--- config.mk ---
export PLATFORM = sky130hd
export DESIGN_NAME = terminal_bridge
export DESIGN_NICKNAME = d
export VERILOG_FILES = /design/src/rtl/terminal_defs.sv /design/src/rtl/sync_fifo.sv /design/src/rtl/terminal_bridge.sv
export SDC_FILE = /design/constraint.sdc
export NUM_CORES = 1
export LEC_CHECK = 0
export BUFFER_PORTS_ARGS = -buffer_cell sky130_fd_sc_hd__buf_4
export CORE_MARGIN = 4
export CORE_UTILIZATION = 36
export DETAILED_ROUTE_END_ITERATION = 7
export PLACE_DENSITY = 0.62
export RECOVER_POWER = 100
export SLEW_MARGIN = 10
export SYNTH_ARGS = -nofsm -noshare
export SYNTH_HDL_FRONTEND = slang
export SYNTH_SLANG_ARGS = --single-unit
--- constraint.sdc ---
create_clock -name clk -period 6.32 [get_ports clk]
set_clock_uncertainty 0.05 [all_clocks]
set_input_delay 1.264 -clock clk [delete_from_list [all_inputs] [get_ports clk]]
set_output_delay 1.264 -clock clk [all_outputs]
set_load 0.01 [all_outputs]
--- src/rtl/terminal_defs.sv ---
// ---------------------------------------------------------------------------
// terminal_defs
// Shared definitions for the tiny16 terminal bridge: UART FSM state
// encodings (shared by the TX and RX state machines), the default bit period
// and the value presented on the keyboard port when no key is waiting.
// ---------------------------------------------------------------------------
package terminal_defs;

   localparam logic [1:0] ST_IDLE  = 2'd0;
   localparam logic [1:0] ST_START = 2'd1;
   localparam logic [1:0] ST_DATA  = 2'd2;
   localparam logic [1:0] ST_STOP  = 2'd3;

   // 9600 baud from the 1 MHz CPU clock
   localparam int DEFAULT_CLKS_PER_BIT = 104;

   localparam logic [7:0] KBD_EMPTY = 8'h00;

endpackage

--- src/rtl/sync_fifo.sv ---
// ---------------------------------------------------------------------------
// sync_fifo
// Single-clock first-word-fall-through FIFO; dout shows the oldest entry
// whenever empty is low.
// Ports:
//   clk, rst     clock, asynchronous active-high reset (pointers only)
//   push, din    write request and data; accepted when not full, or when a
//                pop happens in the same cycle
//   pop          read request; ignored while empty
//   full, empty  occupancy status
//   dout         head entry
// ---------------------------------------------------------------------------
module sync_fifo #(
   parameter int WIDTH = 8,
   parameter int DEPTH = 4
) (
   input  logic             clk,
   input  logic             rst,
   input  logic             push,
   input  logic [WIDTH-1:0] din,
   input  logic             pop,
   output logic             full,
   output logic             empty,
   output logic [WIDTH-1:0] dout
);

   localparam int AW = $clog2(DEPTH);

   // One extra pointer bit distinguishes full from empty when indices match.
   logic [AW:0]      wr_ptr;
   logic [AW:0]      rd_ptr;
   logic [WIDTH-1:0] mem [DEPTH];
   logic             do_push;
   logic             do_pop;

   assign empty   = (wr_ptr == rd_ptr);
   assign full    = (wr_ptr[AW] != rd_ptr[AW]) && (wr_ptr[AW-1:0] == rd_ptr[AW-1:0]);
   assign do_pop  = pop && !empty;
   // A full FIFO can still take a byte if the head leaves this cycle.
   assign do_push = push && (!full || do_pop);
   assign dout    = mem[rd_ptr[AW-1:0]];

   always_ff @(posedge clk or posedge rst) begin
      if (rst) begin
         wr_ptr <= '0;
         rd_ptr <= '0;
      end else begin
         if (do_push) wr_ptr <= wr_ptr + 1'b1;
         if (do_pop)  rd_ptr <= rd_ptr + 1'b1;
      end
   end

   always_ff @(posedge clk) begin
      if (do_push) mem[wr_ptr[AW-1:0]] <= din;
   end

endmodule

--- src/rtl/terminal_bridge.sv ---
// ---------------------------------------------------------------------------
// terminal_bridge
// Connects the tiny16 8-bit OUT/IN ports to a host terminal over UART 8N1.
// Display bytes are queued in a small FIFO and serialised on tx; bytes
// received on rx land in a one-byte holding register that tiny16 reads with
// kbd_req.
// Ports:
//   clk, rst              CPU clock, asynchronous active-high reset
//   dsp_data, dsp_valid   display byte strobed from tiny16 OUT/OUT_EN
//   kbd_req               IN_EN strobe; kbd_data updates on the next edge
//   kbd_data, key_ready   key byte to tiny16 IN, unread-byte indicator
//   rx, tx                UART lines (idle high); rx is asynchronous
//   tx_busy               transmitter active or FIFO not empty
//   tx_overflow           sticky: display byte dropped on a full FIFO
//   rx_overrun            sticky: received byte dropped, key unread
//   rx_frame_err          one-cycle pulse: stop bit sampled low
// ---------------------------------------------------------------------------
module terminal_bridge
   import terminal_defs::*;
#(
   parameter int CLKS_PER_BIT = DEFAULT_CLKS_PER_BIT,
   parameter int FIFO_DEPTH   = 4
) (
   input  logic       clk,
   input  logic       rst,
   input  logic [7:0] dsp_data,
   input  logic       dsp_valid,
   input  logic       kbd_req,
   output logic [7:0] kbd_data,
   output logic       key_ready,
   input  logic       rx,
   output logic       tx,
   output logic       tx_busy,
   output logic       tx_overflow,
   output logic       rx_overrun,
   output logic       rx_frame_err
);

   localparam int           CW        = $clog2(CLKS_PER_BIT);
   localparam logic [CW-1:0] BIT_LAST  = CW'(CLKS_PER_BIT - 1);
   localparam logic [CW-1:0] HALF_LAST = CW'(CLKS_PER_BIT / 2 - 1);

   logic       fifo_full;
   logic       fifo_empty;
   logic       fifo_pop;
   logic [7:0] fifo_dout;

   logic [1:0]    tx_state;
   logic [CW-1:0] tx_cnt;
   logic [2:0]    tx_bit;
   logic [7:0]    tx_sh;
   logic          tx_bit_end;

   logic          rx_sync_p0;
   logic          rx_sync_p1;
   logic          rx_prev_p2;
   logic [1:0]    rx_state;
   logic [CW-1:0] rx_cnt;
   logic [2:0]    rx_bit;
   logic [7:0]    rx_sh;
   logic          rx_err_wait;
   logic          rx_done;
   logic [7:0]    kbd_hold;

   sync_fifo #(
      .WIDTH (8),
      .DEPTH (FIFO_DEPTH)
   ) u_fifo (
      .clk   (clk),
      .rst   (rst),
      .push  (dsp_valid),
      .din   (dsp_data),
      .pop   (fifo_pop),
      .full  (fifo_full),
      .empty (fifo_empty),
      .dout  (fifo_dout)
   );

   // ---------------- transmitter ----------------
   assign tx_bit_end = (tx_cnt == BIT_LAST);
   // The next byte is taken either from IDLE or at the very end of a stop
   // bit, so consecutive frames run back to back.
   assign fifo_pop   = !fifo_empty &&
                       ((tx_state == ST_IDLE) || ((tx_state == ST_STOP) && tx_bit_end));
   assign tx_busy    = (tx_state != ST_IDLE) || !fifo_empty;

   always_ff @(posedge clk or posedge rst) begin
      if (rst) begin
         tx_state <= ST_IDLE;
         tx_cnt   <= '0;
         tx_bit   <= '0;
         tx       <= 1'b1;
      end else begin
         case (tx_state)
            ST_IDLE: begin
               if (fifo_pop) begin
                  tx_state <= ST_START;
                  tx_cnt   <= '0;
                  tx       <= 1'b0;
               end
            end
            ST_START: begin
               if (tx_bit_end) begin
                  tx_state <= ST_DATA;
                  tx_cnt   <= '0;
                  tx_bit   <= '0;
                  tx       <= tx_sh[0];
               end else begin
                  tx_cnt <= tx_cnt + 1'b1;
               end
            end
            ST_DATA: begin
               if (tx_bit_end) begin
                  tx_cnt <= '0;
                  if (tx_bit == 3'd7) begin
                     tx_state <= ST_STOP;
                     tx       <= 1'b1;
                  end else begin
                     tx_bit <= tx_bit + 1'b1;
                     tx     <= tx_sh[0];
                  end
               end else begin
                  tx_cnt <= tx_cnt + 1'b1;
               end
            end
            default: begin
               if (tx_bit_end) begin
                  tx_cnt <= '0;
                  if (fifo_pop) begin
                     tx_state <= ST_START;
                     tx       <= 1'b0;
                  end else begin
                     tx_state <= ST_IDLE;
                  end
               end else begin
                  tx_cnt <= tx_cnt + 1'b1;
               end
            end
         endcase
      end
   end

   // Shifter keeps the next bit to send in position 0.
   always_ff @(posedge clk) begin
      if (fifo_pop)
         tx_sh <= fifo_dout;
      else if (tx_bit_end && ((tx_state == ST_START) || (tx_state == ST_DATA)))
         tx_sh <= tx_sh >> 1;
   end

   // ---------------- receiver: synchroniser ----------------
   always_ff @(posedge clk or posedge rst) begin
      if (rst) begin
         rx_sync_p0 <= 1'b1;
         rx_sync_p1 <= 1'b1;
         rx_prev_p2 <= 1'b1;
      end else begin
         rx_sync_p0 <= rx;
         rx_sync_p1 <= rx_sync_p0;
         rx_prev_p2 <= rx_sync_p1;
      end
   end

   // ---------------- receiver: framing ----------------
   assign rx_done = (rx_state == ST_STOP) && !rx_err_wait && (rx_cnt == BIT_LAST) && rx_sync_p1;

   always_ff @(posedge clk or posedge rst) begin
      if (rst) begin
         rx_state     <= ST_IDLE;
         rx_cnt       <= '0;
         rx_bit       <= '0;
         rx_err_wait  <= 1'b0;
         rx_frame_err <= 1'b0;
      end else begin
         rx_frame_err <= 1'b0;
         case (rx_state)
            ST_IDLE: begin
               // Count starts at 1: the edge was already one cycle old here,
               // which puts the start-bit check at its midpoint.
               if (rx_prev_p2 && !rx_sync_p1) begin
                  rx_state <= ST_START;
                  rx_cnt   <= CW'(1);
               end
            end
            ST_START: begin
               if (rx_cnt == HALF_LAST) begin
                  rx_cnt <= '0;
                  rx_bit <= '0;
                  rx_state <= rx_sync_p1 ? ST_IDLE : ST_DATA;
               end else begin
                  rx_cnt <= rx_cnt + 1'b1;
               end
            end
            ST_DATA: begin
               if (rx_cnt == BIT_LAST) begin
                  rx_cnt <= '0;
                  if (rx_bit == 3'd7) rx_state <= ST_STOP;
                  else                rx_bit   <= rx_bit + 1'b1;
               end else begin
                  rx_cnt <= rx_cnt + 1'b1;
               end
            end
            default: begin
               if (rx_err_wait) begin
                  // Broken frame: hold off until the line returns to idle.
                  if (rx_sync_p1) begin
                     rx_err_wait <= 1'b0;
                     rx_state    <= ST_IDLE;
                  end
               end else if (rx_cnt == BIT_LAST) begin
                  rx_cnt <= '0;
                  if (rx_sync_p1) begin
                     rx_state <= ST_IDLE;
                  end else begin
                     rx_err_wait  <= 1'b1;
                     rx_frame_err <= 1'b1;
                  end
               end else begin
                  rx_cnt <= rx_cnt + 1'b1;
               end
            end
         endcase
      end
   end

   always_ff @(posedge clk) begin
      if ((rx_state == ST_DATA) && (rx_cnt == BIT_LAST))
         rx_sh <= {rx_sync_p1, rx_sh[7:1]};
   end

   // ---------------- keyboard holding register ----------------
   // A read in the same cycle as a new byte frees the slot, so the new byte
   // is kept rather than counted as an overrun.
   always_ff @(posedge clk) begin
      if (rx_done && (!key_ready || kbd_req))
         kbd_hold <= rx_sh;
   end

   always_ff @(posedge clk or posedge rst) begin
      if (rst) begin
         kbd_data    <= KBD_EMPTY;
         key_ready   <= 1'b0;
         rx_overrun  <= 1'b0;
         tx_overflow <= 1'b0;
      end else begin
         if (kbd_req)
            kbd_data <= key_ready ? kbd_hold : KBD_EMPTY;
         if (rx_done) begin
            if (!key_ready)    key_ready  <= 1'b1;
            else if (!kbd_req) rx_overrun <= 1'b1;
         end else if (kbd_req && key_ready) begin
            key_ready <= 1'b0;
         end
         if (dsp_valid && fifo_full && !fifo_pop)
            tx_overflow <= 1'b1;
      end
   end

endmodule

After elaboration in Yosys (flattened, before gate mapping)
Memories as Yosys holds them, arrays and structs flattened.
Index checks and enable logic that the tools add are counted.
{"block": "word_totals", "reg_bits": 71, "ram_bits": 32, "inputBits": 13, "output_inout_bits": 14, "elab_cells": 147, "memories": 1}
{"block": "classes", "addsub": 6, "n_eq_ne": 25, "n_mux": 50, "n_bitwise": 1, "n_reduce_logical": 43}
{"name": "u_fifo.mem", "depth": 4, "word_bits": 8, "rd": 1, "rd_ports_with_merged_regs": 0, "wr": 1, "line": "sync_fifo.sv:32", "source": "logic [WIDTH-1:0] mem [DEPTH];"}
{"cell": "$mux W7", "n": 7}
{"cell": "$mux W2", "n": 13}
{"cell": "$mux W8", "n": 3}
{"cell": "$pmux W7 S3", "n": 1}
{"cell": "$ne A2 B2 Y1 const B", "n": 10}
{"cell": "$mux W3", "n": 6}
{"cell": "$logic_and A1 B1 Y1", "n": 15}
{"cell": "$mux W1", "n": 15}
{"cell": "$add A7 B1 Y7 const B", "n": 2}
{"cell": "$eq A7 B7 Y1 const B", "n": 2}
{"cell": "$add A3 B1 Y3 const B", "n": 4}
{"cell": "$pmux W2 S3", "n": 2}
{"cell": "$pmux W3 S2", "n": 2}
{"cell": "$reduce_bool A2 Y1", "n": 6}
{"cell": "$reduce_and A5 Y1", "n": 2}
{"cell": "$eq A2 B2 Y1 const B", "n": 4}
{"cell": "$reduce_and A4 Y1", "n": 2}
{"cell": "$eq A7 B6 Y1 const B", "n": 1}
{"cell": "$eq A3 B3 Y1 const B", "n": 2}
{"cell": "$logic_not A1 Y1", "n": 6}
{"cell": "$reduce_and A3 Y1", "n": 2}
{"cell": "$logic_or A1 B1 Y1", "n": 5}
{"cell": "$eq A2 B1 Y1 const B", "n": 2}
{"cell": "$logic_not A2 Y1", "n": 2}
{"cell": "9 further kinds", "n": 9}

Logic depth before layout (Yosys ltp)
Gate-level depths: netlist of the first run.
{"block": "logic_depth", "depth_word": 9, "depth_mapped": 7, "depth_no_buf": 6}

Cells and area by module
Synthesis of the first run repeated with hierarchy kept, for this count alone.
{"block": "hier_totals", "cells_unflattened": 321, "area_unflattened_um2": 4653.2}
{"module": "terminal_bridge", "n_inst": 1, "cells_per_inst": 243, "area_each_um2": 3001.6}
{"module": "sync_fifo", "n_inst": 1, "cells_per_inst": 78, "area_each_um2": 1651.6}

Worst setup path after synthesis of the first run
No wires, ideal clock.
{"block": "synth_timing", "path_type": "flip-flop to output port", "start": "reg u_fifo.rd_ptr[0]", "end": "out tx_busy", "arrival_time_ns": 1.134, "required_time_ns": 5.006, "slack_ns": 3.872, "stages_incl_launch_ff": 6, "path_cell_list": "dfrtp_1 -> buf_4 -> xnor2_1 -> and4_1 -> buf_2 -> inv_2"}
{"block": "synth_via", "elab_chain_len": 3}
{"item": "from (decl)", "line": "sync_fifo.sv:31", "source": "logic [AW:0] rd_ptr;"}
{"item": "from (signal assigned)", "line": "sync_fifo.sv:49", "source": "if (do_pop) rd_ptr <= rd_ptr + 1'b1;"}
{"item": "$eq A3 B3 Y1", "line": "sync_fifo.sv:36", "source": "assign empty = (wr_ptr == rd_ptr);"}
{"item": "$logic_not A1 Y1", "line": "terminal_bridge.sv:85", "source": "assign tx_busy = (tx_state != ST_IDLE) || !fifo_empty;"}
{"item": "$logic_or A1 B1 Y1", "line": "terminal_bridge.sv:85"}
{"item": "to (decl)", "line": "terminal_bridge.sv:33", "source": "output logic tx_busy,"}
Every way passes these cells.

Worst setup path in the final report of the first run
Same ends and word-level chain as after synthesis.

==> results_dict.tcl, run 1 <==
set metrics [dict create \
    placed_cell_area_sq_um 4930 \
    syn2layout_area_growth_pct 12.3 \
    finalCritPeriodShare 0.527 \
    grt_util_met3 0.0360 \
    syn_nets 373 \
    p_int_uw 1490 \
    end_kind "output pin" \
    clk_latency_ps 350 \
    fin_ws_ps 2990 \
    seqPwrFrac 0.461 \
    max_freq_mhz 300 \
    fillers 1172 \
    p_switching_uw 719 \
    reg2reg_to "tx_sh[6]" \
    clkPwrFrac 0.258 \
    path_max_fanout 11 \
    whs_path_depth 0 \
    use_met1 0.149 \
    synthFlopType "edfxtp_1" \
    r2r_cells 4 \
    syn_area_sq_um 4580 \
    numCtsBuffers 9 \
    worstMarginPinSlew_ps 1780 \
    finalCriticalPeriod_ps 3330 \
    insertedDiodeCount 0 \
    drt_pass1_iterations 4 \
    synth.distinct_cells 55 \
    routed_wl_mm 7.66 \
    slew_violations 48 \
    via_count 2668 \
    final_cell_mix "edfxtp_1, dfrtp_1, nand2_1, o21ai_0" \
    grt_pass1_wl_mm 12.9 \
    worstSetupPathType "reg -> out" \
    synth.avg_cell_area_sq_um 13.3 \
    first_iter_violations 135 \
    peakVddDrop_mv 0.196 \
    cts.sinks 103 \
    drc_errors 0 \
    r2r_start "u_fifo.rd_ptr[0]" \
    yosysWarningCount 0 \
    p_leak_uw 0.00194 \
    violations "max-capacitance violations, max-slew violations" \
    synth_top_family_by_area "simple AND/OR/NAND/NOR gates" \
    root_buffer "clkbuf_16" \
    place_congestion 0.806 \
    status "finished with violations" \
    gr-usage-all-layers 0.113 \
    grt_overflow_total 0 \
    hold_buffers 0 \
    io_pins 27 \
    synth_mux_area_frac 0.0757 \
    post_cts_buffers 0 \
    min_path_type "reg -> reg" \
    synth_compound_area_frac 0.102 \
    io_buffers 26 \
    crit_arrival_ps 2010 \
    async_flop_share 0.456 \
    antenna_found_initial 0 \
    viasPerCell 4.90 \
    h-tree-depth 3 \
    tns_ps 0 \
    yosys.area_share.simple 0.109 \
    start_kind "flop" \
    dpl.hpwl_mm 5.20 \
    setup_viol 0 \
    first_global_vias 2622 \
    ant_nets 0 \
    synth-seq-area-share 0.625 \
    place_ws_ps 3390 \
    die_h_um 121 \
    synth-edff-count 56 \
    switching_share 0.325 \
    combPwrFrac 0.281 \
    use_met2 0.169 \
    rsz0062_at_grt "false" \
    cts_resized 0 \
    synthAdderAreaFrac 0.0410 \
    start_util 0.375 \
    grt-busiest-layer "met2" \
    synth_seq_cells 103 \
    wire_per_inst_um 14.1 \
    nets 400 \
    clk_pin_slew_ps 70 \
    num_rows 40 \
    layout-drive-gt1-share 0.111 \
    max_slew_margin -0.191 \
    die_w_um 121 \
    r2r_slack_ps 3630 \
    drv_cap 1 \
    grt_max_degree 48 \
    min_to "rx_sync_p1" \
    powerDensity_nw_per_um2 430 \
    worstPathRequired_ps 5010 \
    synthXorXnorAreaFrac 0.0172 \
    clockBufferDepth 2 \
    syn_inst 345 \
    cts_tree "built" \
    final_area_sq_um 5140 \
    finalHoldViolations 0 \
    core_area_sq_um 12200 \
    final_common_cell "edfxtp_1" \
    hold_start "rx_sync_p0" \
    dieArea_sq_um 14600 \
]
## per-layer routing
layer,part of all wire,vias up
li1,-,1321
met1,0.49,1307
met2,0.45,31
met3,0.038,9
met4,0.021,0
met5,0,-
## cells by family (layout without fill, tap and decap cells)
family,after synthesis,in the layout
muxes,23,23
buffers and inverters,33,65
adders and majority gates,15,15
DFF,103,103
xor gates and xnor gates,9,9
and+or+nand+nor,90,90
AOI/OAI and AO/OA,72,72
## cell usage after synthesis, drive strengths merged (7+ instances only)
library cell / count / share of area
mux2: 13 / 0.032
inv: 23 / 0.019
nor2: 14 / 0.012
mux4: 8 / 0.039
ha: 15 / 0.041
edfxtp: 56 / 0.37
dfrtp: 43 / 0.24
a21oi: 8 / 0.0087
nand3: 7 / 0.0077
o21ai: 27 / 0.030
xnor2: 7 / 0.013
o211ai: 7 / 0.011
nand2: 33 / 0.027
and3: 7 / 0.0096
buf: 7 / 0.0087
## state kept, by name (all words and copies together), names as in the netlist, 2 cells and up
signal and cells:
tx_sh 8, kbd_data 8, tx_cnt 7, rx_sh 8, u_fifo.mem 32, tx_bit 3
u_fifo.rd_ptr 3, rx_cnt 7, u_fifo.wr_ptr 3, tx_state 2, rx_state 2, kbd_hold 8
rx_bit 3
## worst max-delay path by stage
stage	start	end	cells past startpoint
finish	u_fifo.rd_ptr[0]	tx_busy	4
global route	u_fifo.rd_ptr[0]	tx_busy	4
CTS	u_fifo.rd_ptr[0]	tx_busy	4
detailed placement	u_fifo.rd_ptr[0]	tx_busy	4
global placement	u_fifo.rd_ptr[0]	tx_busy	4
floorplan	u_fifo.rd_ptr[0]	tx_busy	5
## power groups by stage
stage	Clock, uW	Combinational [uW]	Sequential (uW)
after floorplan	0	551	969
after global placement	0	624	1030
after detailed placement	0	643	1040
after CTS	586	645	1020
after global routing	617	694	1040
final	569	622	1020
## cell type report
cell class              count  area, sq um  share of cell area
clock buffers              10          229              0.0445
clock inverters             6         77.6              0.0151
inverters                  23         86.3              0.0168
multi-input cells         209         1560               0.304
flip-flops and latches    103         2860               0.557
well taps                 168          210              0.0409
repair buffers             26          113              0.0219
## worst max-delay path: stages, from the launching register on
cell,delay (ps)
dfrtp_1,750
xnor2_1,220
and4_1,370
inv_1,160
clkbuf_1,160
## metrics by stage
step	hold slack (ps)	power, uW	utilization	cells
finish	311	2210	0.421	545
global route	317	2350	0.421	545
CTS	307	2250	0.429	545
detailed placement	297	1680	0.404	529
global placement	296	1650	0.404	529
floorplan	295	1520	-	345
No activity file was read; power rests on OpenSTA's default activity.
==> run 2, diff against run 1 <==
==> constraint.sdc (replaced) <==
create_clock -name clk -period 3.4 [get_ports clk]
set_clock_uncertainty 0.05 [all_clocks]
set_input_delay 0.68 -clock clk [delete_from_list [all_inputs] [get_ports clk]]
set_output_delay 0.68 -clock clk [all_outputs]
set_load 0.01 [all_outputs]
==> run 2 against run 1 <==
The run still ends with max-capacitance violations, max-slew violations left. Clock-buffer cell count increased by 1. Non-clock buffer count increased by 1. Sequential share of layout area increased by 0.18 points. Via count decreased by 0.52%. Cell area decreased by 0.32%. Critical endpoint unchanged. Largest cell class unchanged.
==> results_dict.tcl, run 2 (same netlist as run 1, synthesis figures left out) <==
set metrics [dict create \
    antenna_found_initial 0 \
    place_congestion 0.807 \
    drv_cap 1 \
    tns_ps 0 \
    min_path_type "reg -> reg" \
    post_cts_buffers 0 \
    start_kind "flop" \
    io_buffers 26 \
    end_kind "output pin" \
    clk_latency_ps 340 \
    drt_pass1_iterations 4 \
    use_met1 0.148 \
    cts.sinks 103 \
    grt_util_met3 0.0309 \
    cts_tree "built" \
    final_common_cell "edfxtp_1" \
    io_pins 27 \
    drc_errors 0 \
    peakVddDrop_mv 0.320 \
    clk_pin_slew_ps 70 \
    h-tree-depth 3 \
    use_met2 0.162 \
    largest_register_ffs 32 \
    ant_nets 0 \
    placed_cell_area_sq_um 4940 \
    finalCriticalPeriod_ps 2670 \
    setup_viol 0 \
    num_rows 40 \
    slew_violations 48 \
    numCtsBuffers 9 \
    syn2layout_area_growth_pct 11.9 \
    hold_buffers 0 \
    insertedDiodeCount 0 \
    dieArea_sq_um 14600 \
    grt-busiest-layer "met2" \
    gr-usage-all-layers 0.108 \
    final_util 0.420 \
    wire_per_inst_um 13.8 \
    worstPathRequired_ps 2670 \
    path_max_fanout 11 \
    nets 401 \
    die_h_um 121 \
    final_area_sq_um 5120 \
    max_slew_margin -0.196 \
    grt_overflow_total 0 \
    worstMarginPinSlew_ps 1790 \
    fillers 1184 \
    r2r_slack_ps 880 \
    crit_arrival_ps 1940 \
    start_util 0.375 \
    finalCritPeriodShare 0.787 \
    finalHoldViolations 0 \
    die_w_um 121 \
    rsz0062_at_grt "false" \
    via_count 2654 \
    layout-drive-gt1-share 0.111 \
    max_freq_mhz 374 \
    cts_resized 0 \
    first_iter_violations 177 \
    grt_max_degree 48 \
    root_buffer "clkbuf_16" \
    grt_pass1_wl_mm 12.6 \
    routed_wl_mm 7.53 \
    powerDensity_nw_per_um2 787 \
    p_leak_uw 0.00193 \
    first_global_vias 2576 \
    violations "max-capacitance violations, max-slew violations" \
    clockBufferDepth 2 \
    status "finished with violations" \
    viasPerCell 4.86 \
    worstSetupPathType "reg -> out" \
    core_area_sq_um 12200 \
    final_cell_mix "edfxtp_1, dfrtp_1, nand2_1, o21ai_0" \
    dpl.hpwl_mm 5.03 \
]
-- run 2: cell types whose count changed in the layout (fill, tap and decap cells not counted), sizes merged --
cell and change:
clkbuf +1, inv -1, clkinvlp +1, bufinv -1, buf +1
-- run 2: final timing paths --
path | from | end | cells after the start
worst max-delay path | tx_state[0] | tx_busy | 5
worst min-delay path | rx_sync_p0 | rx_sync_p1 | 0
worst max register to register | tx_cnt[0] | tx_sh[1] | 5
max in group asynchronous | rst | rx_state[0] | 2
worst min register to register | rx_sync_p0 | rx_sync_p1 | 0
min in group asynchronous | rst | rx_frame_err | 2
-- run 2: final cells by class --
cell class / instances / area, sq um / share of cell area
Sequential cell: 103 / 2860 / 0.559
Clock inverter: 5 / 40.0 / 0.00781
Clock buffer: 11 / 243 / 0.0474
Multi-Input combinational cell: 209 / 1560 / 0.305
Inverter: 23 / 86.3 / 0.0168
Timing Repair Buffer: 27 / 120 / 0.0234
Tap cell: 168 / 210 / 0.0410
-- run 2: power breakdown --
part           total, uW  internal [uW]  switching [uW]
clock network        968            523             445
registers           1860           1650             218
logic               1200            549             653
-- run 2: per-layer routing --
| layer | vias to the layer above | share of wire |
|---|---|---|
| met2 | 49 | 0.45 |
| met4 | 0 | 0.013 |
| met1 | 1279 | 0.49 |
| met3 | 8 | 0.047 |
| li1 | 1318 | - |
| met5 | - | 0 |
-- run 2: through the flow --
step	hold WS, ps	worst slack (ps)	power (uW)	std cells
floorplan	295	1200	2830	345
global placement	297	1070	3080	530
detailed placement	297	1050	3130	530
CTS	307	750	4120	546
global route	322	563	4320	546
finish	312	725	4030	546
-- run 2: worst max-delay path, cell delays in order (launching register included) --
cell      delay (ps)
dfrtp_1          400
inv_1            110
ha_1             380
and4_1           400
inv_1            160
clkbuf_1         160
==> run 3, diff against run 2 <==
--- a/config.mk
+++ b/config.mk
@@ -9,7 +9,7 @@
 export CORE_MARGIN = 4
 export CORE_UTILIZATION = 36
 export DETAILED_ROUTE_END_ITERATION = 7
-export PLACE_DENSITY = 0.62
+export PLACE_DENSITY = 0.64
 export RECOVER_POWER = 100
 export SLEW_MARGIN = 10
 export SYNTH_ARGS = -nofsm -noshare
==> constraint.sdc (replaced) <==
create_clock -name clk -period 2.4 [get_ports clk]
set_clock_uncertainty 0.05 [all_clocks]
set_input_delay 0.48 -clock clk [delete_from_list [all_inputs] [get_ports clk]]
set_output_delay 0.48 -clock clk [all_outputs]
set_load 0.01 [all_outputs]
==> run 3 against run 2 <==
The run ends with max-capacitance violations left. Combinational power grew 53%. Worst hold slack lost 120 ps. Cell area grew 2.1%. Highest routed layer unchanged. Largest cell class unchanged.
==> results_dict.tcl, run 3 (same netlist as run 1, synthesis figures left out) <==
set metrics [dict create \
    grt_pass1_wl_mm 13.6 \
    r2r_slack_ps 170 \
    antenna_found_initial 0 \
    setup_viol 0 \
    cts.sinks 103 \
    min_path_type "in -> reg" \
    r2r_cells 6 \
    status "finished with violations" \
    max_freq_mhz 439 \
    fillers 1169 \
    first_global_vias 2854 \
    via_count 2746 \
    end_kind "output pin" \
    first_iter_violations 183 \
    syn2layout_area_growth_pct 14.2 \
    die_h_um 121 \
    hold_buffers 0 \
    worstMarginPinSlew_ps 1480 \
    hold_start "rx" \
    nets 412 \
    numCtsBuffers 9 \
    core_area_sq_um 12200 \
    max_slew_margin 0.00920 \
    stdcell_count 557 \
    start_kind "flop" \
    start_util 0.375 \
    use_met1 0.151 \
    path_max_fanout 11 \
    post_cts_buffers 0 \
    crit_arrival_ps 1750 \
    wire_per_inst_um 14.3 \
    drt_pass1_iterations 4 \
    grt_util_met3 0.0262 \
    layout-drive-gt1-share 0.134 \
    final_common_cell "edfxtp_1" \
    clk_pin_slew_ps 70 \
    drc_errors 0 \
    min_to "rx_sync_p0" \
    cts_tree "built" \
    io_pins 27 \
    tns_ps 0 \
    p_leak_uw 0.00199 \
    finalCritPeriodShare 0.949 \
    grt_overflow_total 0 \
    num_rows 40 \
    cts_resized 2 \
    slew_violations 0 \
    clk_latency_ps 340 \
    peakVddDrop_mv 0.407 \
    dp.cells 541 \
    io_buffers 26 \
    worstPathRequired_ps 1870 \
    place_congestion 0.761 \
    insertedDiodeCount 0 \
    grt-busiest-layer "met2" \
    clockBufferDepth 2 \
    largest_register_ffs 32 \
    reg2reg_to "kbd_hold[6]" \
    worstSetupPathType "reg -> out" \
    dieArea_sq_um 14600 \
    finalHoldViolations 0 \
    violations "max-capacitance violations" \
    r2r_start "rx_cnt[0]" \
    rsz0062_at_grt "false" \
    dpl.hpwl_mm 5.50 \
    routed_wl_mm 7.96 \
    gr-usage-all-layers 0.118 \
    finalCriticalPeriod_ps 2280 \
    drv_cap 1 \
    die_w_um 121 \
    use_met2 0.189 \
    grt_max_degree 39 \
    whs_path_depth 1 \
    viasPerCell 4.93 \
    h-tree-depth 3 \
    ant_nets 0 \
    root_buffer "clkbuf_16" \
    powerDensity_nw_per_um2 1140 \
    final_cell_mix "edfxtp_1, dfrtp_1, nand2_1, o21ai_0, clkbuf_1" \
]
[run 3: changes by cell type in the layout (fill, tap and decap cells not counted), moves of 2 or more]
cell	delta
buf_4	+4
clkbuf_1	+4
clkbuf_2	+2
clkinv_8	+2
clkinvlp_4	-2
inv_6	+2
[run 3: worst max-delay path by stage]
stage / end / from
3_5_place_dp: tx_sh[6] / tx_cnt[3]
6_report: tx_busy / tx_state[0]
4_1_cts: tx_busy / tx_state[0]
2_1_floorplan: kbd_hold[0] / rx_cnt[0]
3_3_place_gp: tx_sh[5] / tx_cnt[3]
5_1_grt: kbd_hold[7] / rx_cnt[0]
[run 3: final cells by class]
class	instances	area [sq um]	share of cell area
Clock buffer	9	225	0.0431
Sequential cell	103	2860	0.547
Timing Repair Buffer	38	179	0.0342
Inverter	23	86.3	0.0165
Tap cell	168	210	0.0402
Clock inverter	7	97.6	0.0187
Multi-Input combinational cell	209	1570	0.300
[run 3: power breakdown]
group | switching (uW) | leakage, uW | internal [uW]
Clock | 696 | 0.000157 | 840
Sequential | 270 | 0.00112 | 2330
Combinational | 999 | 0.000714 | 843
Total | 1960 | 0.00199 | 4010
[run 3: per-layer routing]
layer / part of all wire / up-vias
met4: 0.021 / 0
met1: 0.47 / 1358
met5: 0 / -
met2: 0.48 / 37
met3: 0.027 / 9
li1: - / 1342
[run 3: through the flow]
step | total power (uW) | setup WS [ps] | utilization | area [sq um] | hold slack, ps
floorplan | 4000 | 204 | - | 4580 | 295
global placement | 4450 | 329 | 0.411 | 5020 | 295
detailed placement | 4520 | 228 | 0.411 | 5020 | 297
CTS | 6100 | 93.3 | 0.438 | 5350 | 176
global route | 6390 | 17.8 | 0.428 | 5230 | 175
finish | 5980 | 121 | 0.428 | 5230 | 191
[run 3: critical path, stage by stage, from the launching register on]
cell and delay [ps]:
dfrtp_1 410, inv_1 120, ha_2 300, and4_2 340
inv_2 100, clkbuf_2 140
